[config.mk]
export PLATFORM = sky130hd
export DESIGN_NAME = counter_arbiter_flat
export DESIGN_NICKNAME = d
export VERILOG_FILES = /design/src/rtl/counter_arbiter_if.sv /design/src/rtl/counter_arbiter.sv /design/src/flat_wrapper.sv
export SDC_FILE = /design/constraint.sdc
export NUM_CORES = 1
export LEC_CHECK = 0
export CORE_UTILIZATION = 40
export CTS_BUF_LIST = sky130_fd_sc_hd__clkbuf_8
export DETAILED_ROUTE_END_ITERATION = 8
export HOLD_SLACK_MARGIN = 0.05
export PLACE_DENSITY = 0.73
export SLEW_MARGIN = 10
export SYNTH_ARGS = -nofsm -noshare
export SYNTH_HDL_FRONTEND = slang
export SYNTH_SLANG_ARGS = --single-unit
[constraint.sdc]
create_clock -name clk -period 3.1 [get_ports clk]
set_clock_uncertainty 0.15 [all_clocks]
set_input_delay 0.93 -clock clk [delete_from_list [all_inputs] [get_ports clk]]
set_output_delay 0.93 -clock clk [all_outputs]
set_load 0.01 [all_outputs]
[src/rtl/counter_arbiter_if.sv]
// rtl/counter_arbiter_if.sv - requester and counter handshake bundle for counter_arbiter
interface counter_arbiter_if #(
  parameter int STEPS_W = 4
);
  logic               req0;
  logic               req1;
  logic [1:0]         mode0;
  logic [1:0]         mode1;
  logic [3:0]         d0;
  logic [3:0]         d1;
  logic [STEPS_W-1:0] steps0;
  logic [STEPS_W-1:0] steps1;
  logic               ctr_rco;
  logic               gnt0;
  logic               gnt1;
  logic               done0;
  logic               done1;
  logic               ctr_enable;
  logic [1:0]         ctr_mode;
  logic [3:0]         ctr_d;
  logic               busy;
  logic [3:0]         rco_hits;
  logic               aborted;

  modport master (
    output req0, req1, mode0, mode1, d0, d1, steps0, steps1, ctr_rco,
    input  gnt0, gnt1, done0, done1, ctr_enable, ctr_mode, ctr_d, busy, rco_hits, aborted
  );

  modport slave (
    input  req0, req1, mode0, mode1, d0, d1, steps0, steps1, ctr_rco,
    output gnt0, gnt1, done0, done1, ctr_enable, ctr_mode, ctr_d, busy, rco_hits, aborted
  );
endinterface

[src/rtl/counter_arbiter.sv]
// rtl/counter_arbiter.sv - round-robin arbiter running counter commands from two requesters
// Define COUNTER_ARB_RCO_ABORT_EN to end RUN early on ctr_rco and flag it on aborted.
module counter_arbiter #(
  parameter int STEPS_W = 4
) (
  input  logic             clk,
  input  logic             reset,
  counter_arbiter_if.slave bus
);

  typedef enum logic [1:0] {
    IDLE = 2'd0,
    RUN  = 2'd1,
    DONE = 2'd2
  } state_e;

  state_e             state_q, state_d;
  logic               last_q, last_d;   // 1: requester 1 served last, so requester 0 wins a tie
  logic               cur_q, cur_d;
  logic [STEPS_W-1:0] rem_q, rem_d;
  logic               gnt0_q, gnt0_d;
  logic               gnt1_q, gnt1_d;
  logic               done0_q, done0_d;
  logic               done1_q, done1_d;
  logic               en_q, en_d;
  logic [1:0]         mode_q, mode_d;
  logic [3:0]         dval_q, dval_d;
  logic               busy_q, busy_d;
  logic [3:0]         hits_q, hits_d;
  logic               abort_q, abort_d;

  logic               win;
  logic [1:0]         win_mode;
  logic [3:0]         win_dval;
  logic [STEPS_W-1:0] win_steps;
  logic               last_run;

  always_comb begin
    state_d   = state_q;
    last_d    = last_q;
    cur_d     = cur_q;
    rem_d     = rem_q;
    gnt0_d    = 1'b0;
    gnt1_d    = 1'b0;
    done0_d   = 1'b0;
    done1_d   = 1'b0;
    en_d      = 1'b0;
    mode_d    = mode_q;
    dval_d    = dval_q;
    hits_d    = hits_q;
    abort_d   = abort_q;
    win       = 1'b0;
    win_mode  = 2'b00;
    win_dval  = 4'd0;
    win_steps = '0;
    last_run  = 1'b0;

    case (state_q)
      IDLE: begin
        if (bus.req0 || bus.req1) begin
          win       = (bus.req0 && bus.req1) ? ~last_q : bus.req1;
          win_mode  = win ? bus.mode1  : bus.mode0;
          win_dval  = win ? bus.d1     : bus.d0;
          win_steps = win ? bus.steps1 : bus.steps0;
          cur_d     = win;
          mode_d    = win_mode;
          dval_d    = win_dval;
          // A load is a single cycle, and zero steps still runs once.
          rem_d     = (win_mode == 2'b11 || win_steps == '0) ? STEPS_W'(1) : win_steps;
          gnt0_d    = ~win;
          gnt1_d    = win;
          en_d      = 1'b1;
          hits_d    = 4'd0;
          abort_d   = 1'b0;
          state_d   = RUN;
        end
      end

      RUN: begin
        if (bus.ctr_rco && hits_q != 4'hF) hits_d = hits_q + 4'd1;
        last_run = (rem_q == STEPS_W'(1));
`ifdef COUNTER_ARB_RCO_ABORT_EN
        if (bus.ctr_rco) begin
          last_run = 1'b1;
          abort_d  = 1'b1;
        end
`endif
        rem_d = last_run ? '0 : rem_q - 1'b1;
        if (last_run) begin
          state_d = DONE;
          done0_d = ~cur_q;
          done1_d = cur_q;
        end else begin
          en_d = 1'b1;
        end
      end

      DONE: begin
        last_d  = cur_q;
        state_d = IDLE;
      end

      default: state_d = IDLE;
    endcase

    busy_d = (state_d != IDLE);
  end

  always_ff @(posedge clk) begin
    if (!reset) begin
      state_q <= IDLE;
      last_q  <= 1'b1;
      cur_q   <= 1'b0;
      rem_q   <= '0;
      gnt0_q  <= 1'b0;
      gnt1_q  <= 1'b0;
      done0_q <= 1'b0;
      done1_q <= 1'b0;
      en_q    <= 1'b0;
      mode_q  <= 2'b00;
      dval_q  <= 4'd0;
      busy_q  <= 1'b0;
      hits_q  <= 4'd0;
      abort_q <= 1'b0;
    end else begin
      state_q <= state_d;
      last_q  <= last_d;
      cur_q   <= cur_d;
      rem_q   <= rem_d;
      gnt0_q  <= gnt0_d;
      gnt1_q  <= gnt1_d;
      done0_q <= done0_d;
      done1_q <= done1_d;
      en_q    <= en_d;
      mode_q  <= mode_d;
      dval_q  <= dval_d;
      busy_q  <= busy_d;
      hits_q  <= hits_d;
      abort_q <= abort_d;
    end
  end

  assign bus.gnt0       = gnt0_q;
  assign bus.gnt1       = gnt1_q;
  assign bus.done0      = done0_q;
  assign bus.done1      = done1_q;
  assign bus.ctr_enable = en_q;
  assign bus.ctr_mode   = mode_q;
  assign bus.ctr_d      = dval_q;
  assign bus.busy       = busy_q;
  assign bus.rco_hits   = hits_q;
  assign bus.aborted    = abort_q;

endmodule

[src/flat_wrapper.sv]
// flat-port wrapper written by rule: the top's interface ports become plain ports
module counter_arbiter_flat 
#(
  parameter int STEPS_W = 4
)
  (clk, reset, bus_req0, bus_req1, bus_mode0, bus_mode1, bus_d0, bus_d1, bus_steps0, bus_steps1, bus_ctr_rco, bus_gnt0, bus_gnt1, bus_done0, bus_done1, bus_ctr_enable, bus_ctr_mode, bus_ctr_d, bus_busy, bus_rco_hits, bus_aborted);
  counter_arbiter_if #(.STEPS_W(STEPS_W)) bus_i ();
  input  logic clk;
  input  logic reset;
  input wire logic [$bits(bus_i.req0)-1:0] bus_req0;
  input wire logic [$bits(bus_i.req1)-1:0] bus_req1;
  input wire logic [$bits(bus_i.mode0)-1:0] bus_mode0;
  input wire logic [$bits(bus_i.mode1)-1:0] bus_mode1;
  input wire logic [$bits(bus_i.d0)-1:0] bus_d0;
  input wire logic [$bits(bus_i.d1)-1:0] bus_d1;
  input wire logic [$bits(bus_i.steps0)-1:0] bus_steps0;
  input wire logic [$bits(bus_i.steps1)-1:0] bus_steps1;
  input wire logic [$bits(bus_i.ctr_rco)-1:0] bus_ctr_rco;
  output wire logic [$bits(bus_i.gnt0)-1:0] bus_gnt0;
  output wire logic [$bits(bus_i.gnt1)-1:0] bus_gnt1;
  output wire logic [$bits(bus_i.done0)-1:0] bus_done0;
  output wire logic [$bits(bus_i.done1)-1:0] bus_done1;
  output wire logic [$bits(bus_i.ctr_enable)-1:0] bus_ctr_enable;
  output wire logic [$bits(bus_i.ctr_mode)-1:0] bus_ctr_mode;
  output wire logic [$bits(bus_i.ctr_d)-1:0] bus_ctr_d;
  output wire logic [$bits(bus_i.busy)-1:0] bus_busy;
  output wire logic [$bits(bus_i.rco_hits)-1:0] bus_rco_hits;
  output wire logic [$bits(bus_i.aborted)-1:0] bus_aborted;
  assign bus_i.req0 = bus_req0;
  assign bus_i.req1 = bus_req1;
  assign bus_i.mode0 = bus_mode0;
  assign bus_i.mode1 = bus_mode1;
  assign bus_i.d0 = bus_d0;
  assign bus_i.d1 = bus_d1;
  assign bus_i.steps0 = bus_steps0;
  assign bus_i.steps1 = bus_steps1;
  assign bus_i.ctr_rco = bus_ctr_rco;
  assign bus_gnt0 = bus_i.gnt0;
  assign bus_gnt1 = bus_i.gnt1;
  assign bus_done0 = bus_i.done0;
  assign bus_done1 = bus_i.done1;
  assign bus_ctr_enable = bus_i.ctr_enable;
  assign bus_ctr_mode = bus_i.ctr_mode;
  assign bus_ctr_d = bus_i.ctr_d;
  assign bus_busy = bus_i.busy;
  assign bus_rco_hits = bus_i.rco_hits;
  assign bus_aborted = bus_i.aborted;
  counter_arbiter #(.STEPS_W(STEPS_W)) u_core (.clk(clk), .reset(reset), .bus(bus_i));
endmodule
==> run_results.csv <==
group,metric,value,unit
run_status,status,"complete, no violations",
setup_path,end_kind,"flip-flop",
pwr,power.share.clock,27.8,%
floorplan,die-height,55.1,um
grt,antenna_found_initial,0,
clocking,cts_buffer_depth,2,
route,wl,2640,um
grt,grt.met3_usage,5.46,%
logic_synthesis,ys_seq_area_share,42.7,%
hold_path,holdCritPathClass,"flip-flop to flip-flop",
setup_path,start_kind,"input pin",
sta,slew_headroom,66.5,%
clocking,path_clk_slew,0.08,ns
route,post_drt_wl_per_cell,12.9,um
layout,num-fill-cells,245,
clocking,cts_setup_buffers,0,
logic_synthesis,synth_warnings,0,
logic_synthesis,syn-cell-area,0.00113,mm^2
grt,track_usage,20.3,%
clocking,hold_buffers,0,
pwr,power_frac_seq,47.0,%
setup_path,reg2reg_depth,4,
clocking,clock_latency,0.27,ns
layout,final_cell_mix,"clkdlybuf4s50_1 (40), dfxtp_1 (24), nand2_1 (20), nor2_1 (16)",
clocking,clock_sinks,24,
logic_synthesis,ys.flop_type,"dfxtp_1",
clocking,cts_max_level,1,
pwr,swShare,27.6,%
setup_path,r2r_end,"u_core.bus.ctr_d[2]",
clocking,cts_tree,"yes",
floorplan,initial_core_util,43.9,%
sta,hold_viol_final,0,
layout,nets,204,
logic_synthesis,syn_area_per_cell,8.22,um^2
setup_path,worstPathMaxFanout,15,
clocking,cts-root-buf,"clkbuf_8",
sta,fin_setup_tns,0,ns
setup_path,required,3.12,ns
layout,layout_commonest_cell,"clkdlybuf4s50_1",
clocking,numCtsBuffers,3,
setup_path,r2r_start,"u_core.state_q[1]",
pwr,p_leak,0.600,nW
route,vias,1098,
route,firstDrtPassIters,4,
setup_path,critical_path_class,"input pin to flip-flop",
sta,rsz0062_at_grt,"no",
logic_synthesis,synth_seq_cells,24,
sta,worst_slew_pin_slew,0.503,ns
run,maxCapViolations,0,
sta,report.final.setup_viol,0,
pwr,combPwrFrac,25.2,%
pwr,netSwitchingPower,0.209,mW
hold_path,worstHoldEndpoint,"u_core.bus.done1",
floorplan,die_x,55.1,um
floorplan,die_area,0.00303,mm^2
grt,grt-ovfl-total,0,
place,place_hpwl,2130,um
grt,grt_pass1_wl,4320,um
sta,fin_crit_sh,77.9,%
floorplan,row_count,18,
layout,utilization,61.9,%
hold_path,hold_path_startpoint,"u_core.cur_q",
layout,areaGrowthSynthToFinish,41.2,%
layout,num_antenna_cells,0,
route,drc_errors,0,
route,vias_per_cell,5.36,
floorplan,ios,42,
grt,met2_usage,36.1,%
sta,period_minus_slack,2.41,ns
logic_synthesis,syn_inst,137,
logic_synthesis,synth_edf_count,0,
hold_path,hold_depth,1,
logic_synthesis,postSynthNetCount,165,
grt,grt_max_degree,16,
route,postRouteAntennaNets,0,
sta,finalMaxSlewViolations,0,
place,gp_congestion,0.851,
grt,grtUsageMet1,22.1,%
pwr,p_per_area,476,mW/mm^2
floorplan,core,0.00257,mm^2
grt,top_usage_layer,"met2",
grt,first_global_vias,1038,
pwr,p_int,0.548,mW
setup_path,cp_data_arrival_time,2.44,ns
place,portBuffers,40,
sta,max_freq,414,MHz
layout,drive_gt1_share,5.14,%
logic_synthesis,async_flop_share,0,%
logic_synthesis,ys_types,36,
pwr,max-vdd-ir-drop,0.000439,V
setup_path,reg2reg_slack,1.48,ns
route,drt-initial-drc-count,19,
clocking,post_cts_resized,0,
==> routing by layer <==
metal / part of all wire (%) / wire (um)
met5: 0 / 0
met4: 2.1 / 55
met3: 4.4 / 117
met2: 50 / 1310
met1: 44 / 1160
==> flip-flops by register name, indices dropped and copies added, names as in the netlist <==
name / flops
u_core.state_q: 2
u_core.bus.gnt0: 1
u_core.last_q: 1
u_core.bus.done0: 1
u_core.rem_q: 4
u_core.cur_q: 1
u_core.bus.done1: 1
u_core.bus.busy: 1
u_core.bus.ctr_enable: 1
u_core.bus.ctr_mode: 2
u_core.bus.gnt1: 1
u_core.bus.ctr_d: 4
u_core.bus.rco_hits: 4
==> power groups by stage <==
| stage | logic (mW) | clock network (mW) | registers [mW] |
|---|---|---|---|
| 6_report | 0.191 | 0.211 | 0.356 |
| 5_1_grt | 0.211 | 0.229 | 0.359 |
| 4_1_cts | 0.191 | 0.217 | 0.355 |
| 3_5_place_dp | 0.190 | 0 | 0.363 |
| 3_3_place_gp | 0.186 | 0 | 0.362 |
| 2_1_floorplan | 0.0998 | 0 | 0.368 |
==> cells in the mapped netlist (2+ instances only) <==
master / count / area share, %
a311oi_1: 6 / 4.7
and2_1: 4 / 2.2
inv_1: 5 / 1.7
buf_2: 2 / 0.89
o311ai_0: 2 / 1.6
nor2_1: 16 / 5.3
dfxtp_1: 24 / 43
a21oi_1: 10 / 4.4
nand2b_1: 2 / 1.1
o211ai_1: 2 / 1.3
or3_1: 4 / 2.2
clkbuf_1: 3 / 1.0
o21ai_0: 2 / 0.89
o21a_1: 2 / 1.3
nand2_1: 20 / 6.7
nand3_1: 10 / 4.4
buf_4: 2 / 1.3
ha_1: 3 / 3.3
==> stage by stage <==
stage                     setup WS, ns  instance area [um^2]  power, mW  hold WS, ns  instances
final                            0.686                  1590      0.757        0.312        205
after global routing             0.607                  1590      0.800        0.342        205
after CTS                        0.680                  1590      0.764        0.315        205
after detailed placement         0.399                  1540      0.553        0.296        201
after global placement           0.485                  1540      0.547        0.296        201
after floorplan                   1.04                  1130      0.468        0.280        137
==> cells by family after synthesis <==
logic type | count (synthesis) | synth area share (%)
adders and majority gates | 3 | 3.33
other | 1 | 0.333
DFF | 24 | 42.7
and+or+nand+nor | 63 | 26.9
buffers and inverters | 13 | 5.22
AOI/OAI and AO/OA | 33 | 21.6
==> worst max-delay path by stage <==
stage | startpoint | end | slack, ns
6_report | bus_req0 | u_core.bus.ctr_d[2] | 0.69
5_1_grt | bus_req0 | u_core.bus.ctr_mode[0] | 0.61
4_1_cts | bus_req0 | u_core.bus.ctr_d[2] | 0.68
3_5_place_dp | bus_req0 | u_core.bus.ctr_d[2] | 0.40
3_3_place_gp | bus_req0 | u_core.bus.ctr_mode[1] | 0.49
2_1_floorplan | bus_req1 | u_core.bus.ctr_enable | 1.04
==> worst max-delay path, cell delays in order <==
cell and delay, ns:
clkdlybuf4s50_1 0.49, or2_1 0.18, and2_1 0.47, nor2_1 0.09
a311oi_1 0.27
==> cell type report <==
type | count | area, um^2 | area share, %
tap | 30 | 37.5 | 2.36
timing repair buffer | 41 | 408 | 25.6
inverter | 6 | 22.5 | 1.42
clock buffer | 4 | 55.1 | 3.46
sequential | 24 | 480 | 30.2
multi-input combinational | 100 | 587 | 36.9
Note: power is estimated with default switching activity, not from simulation.
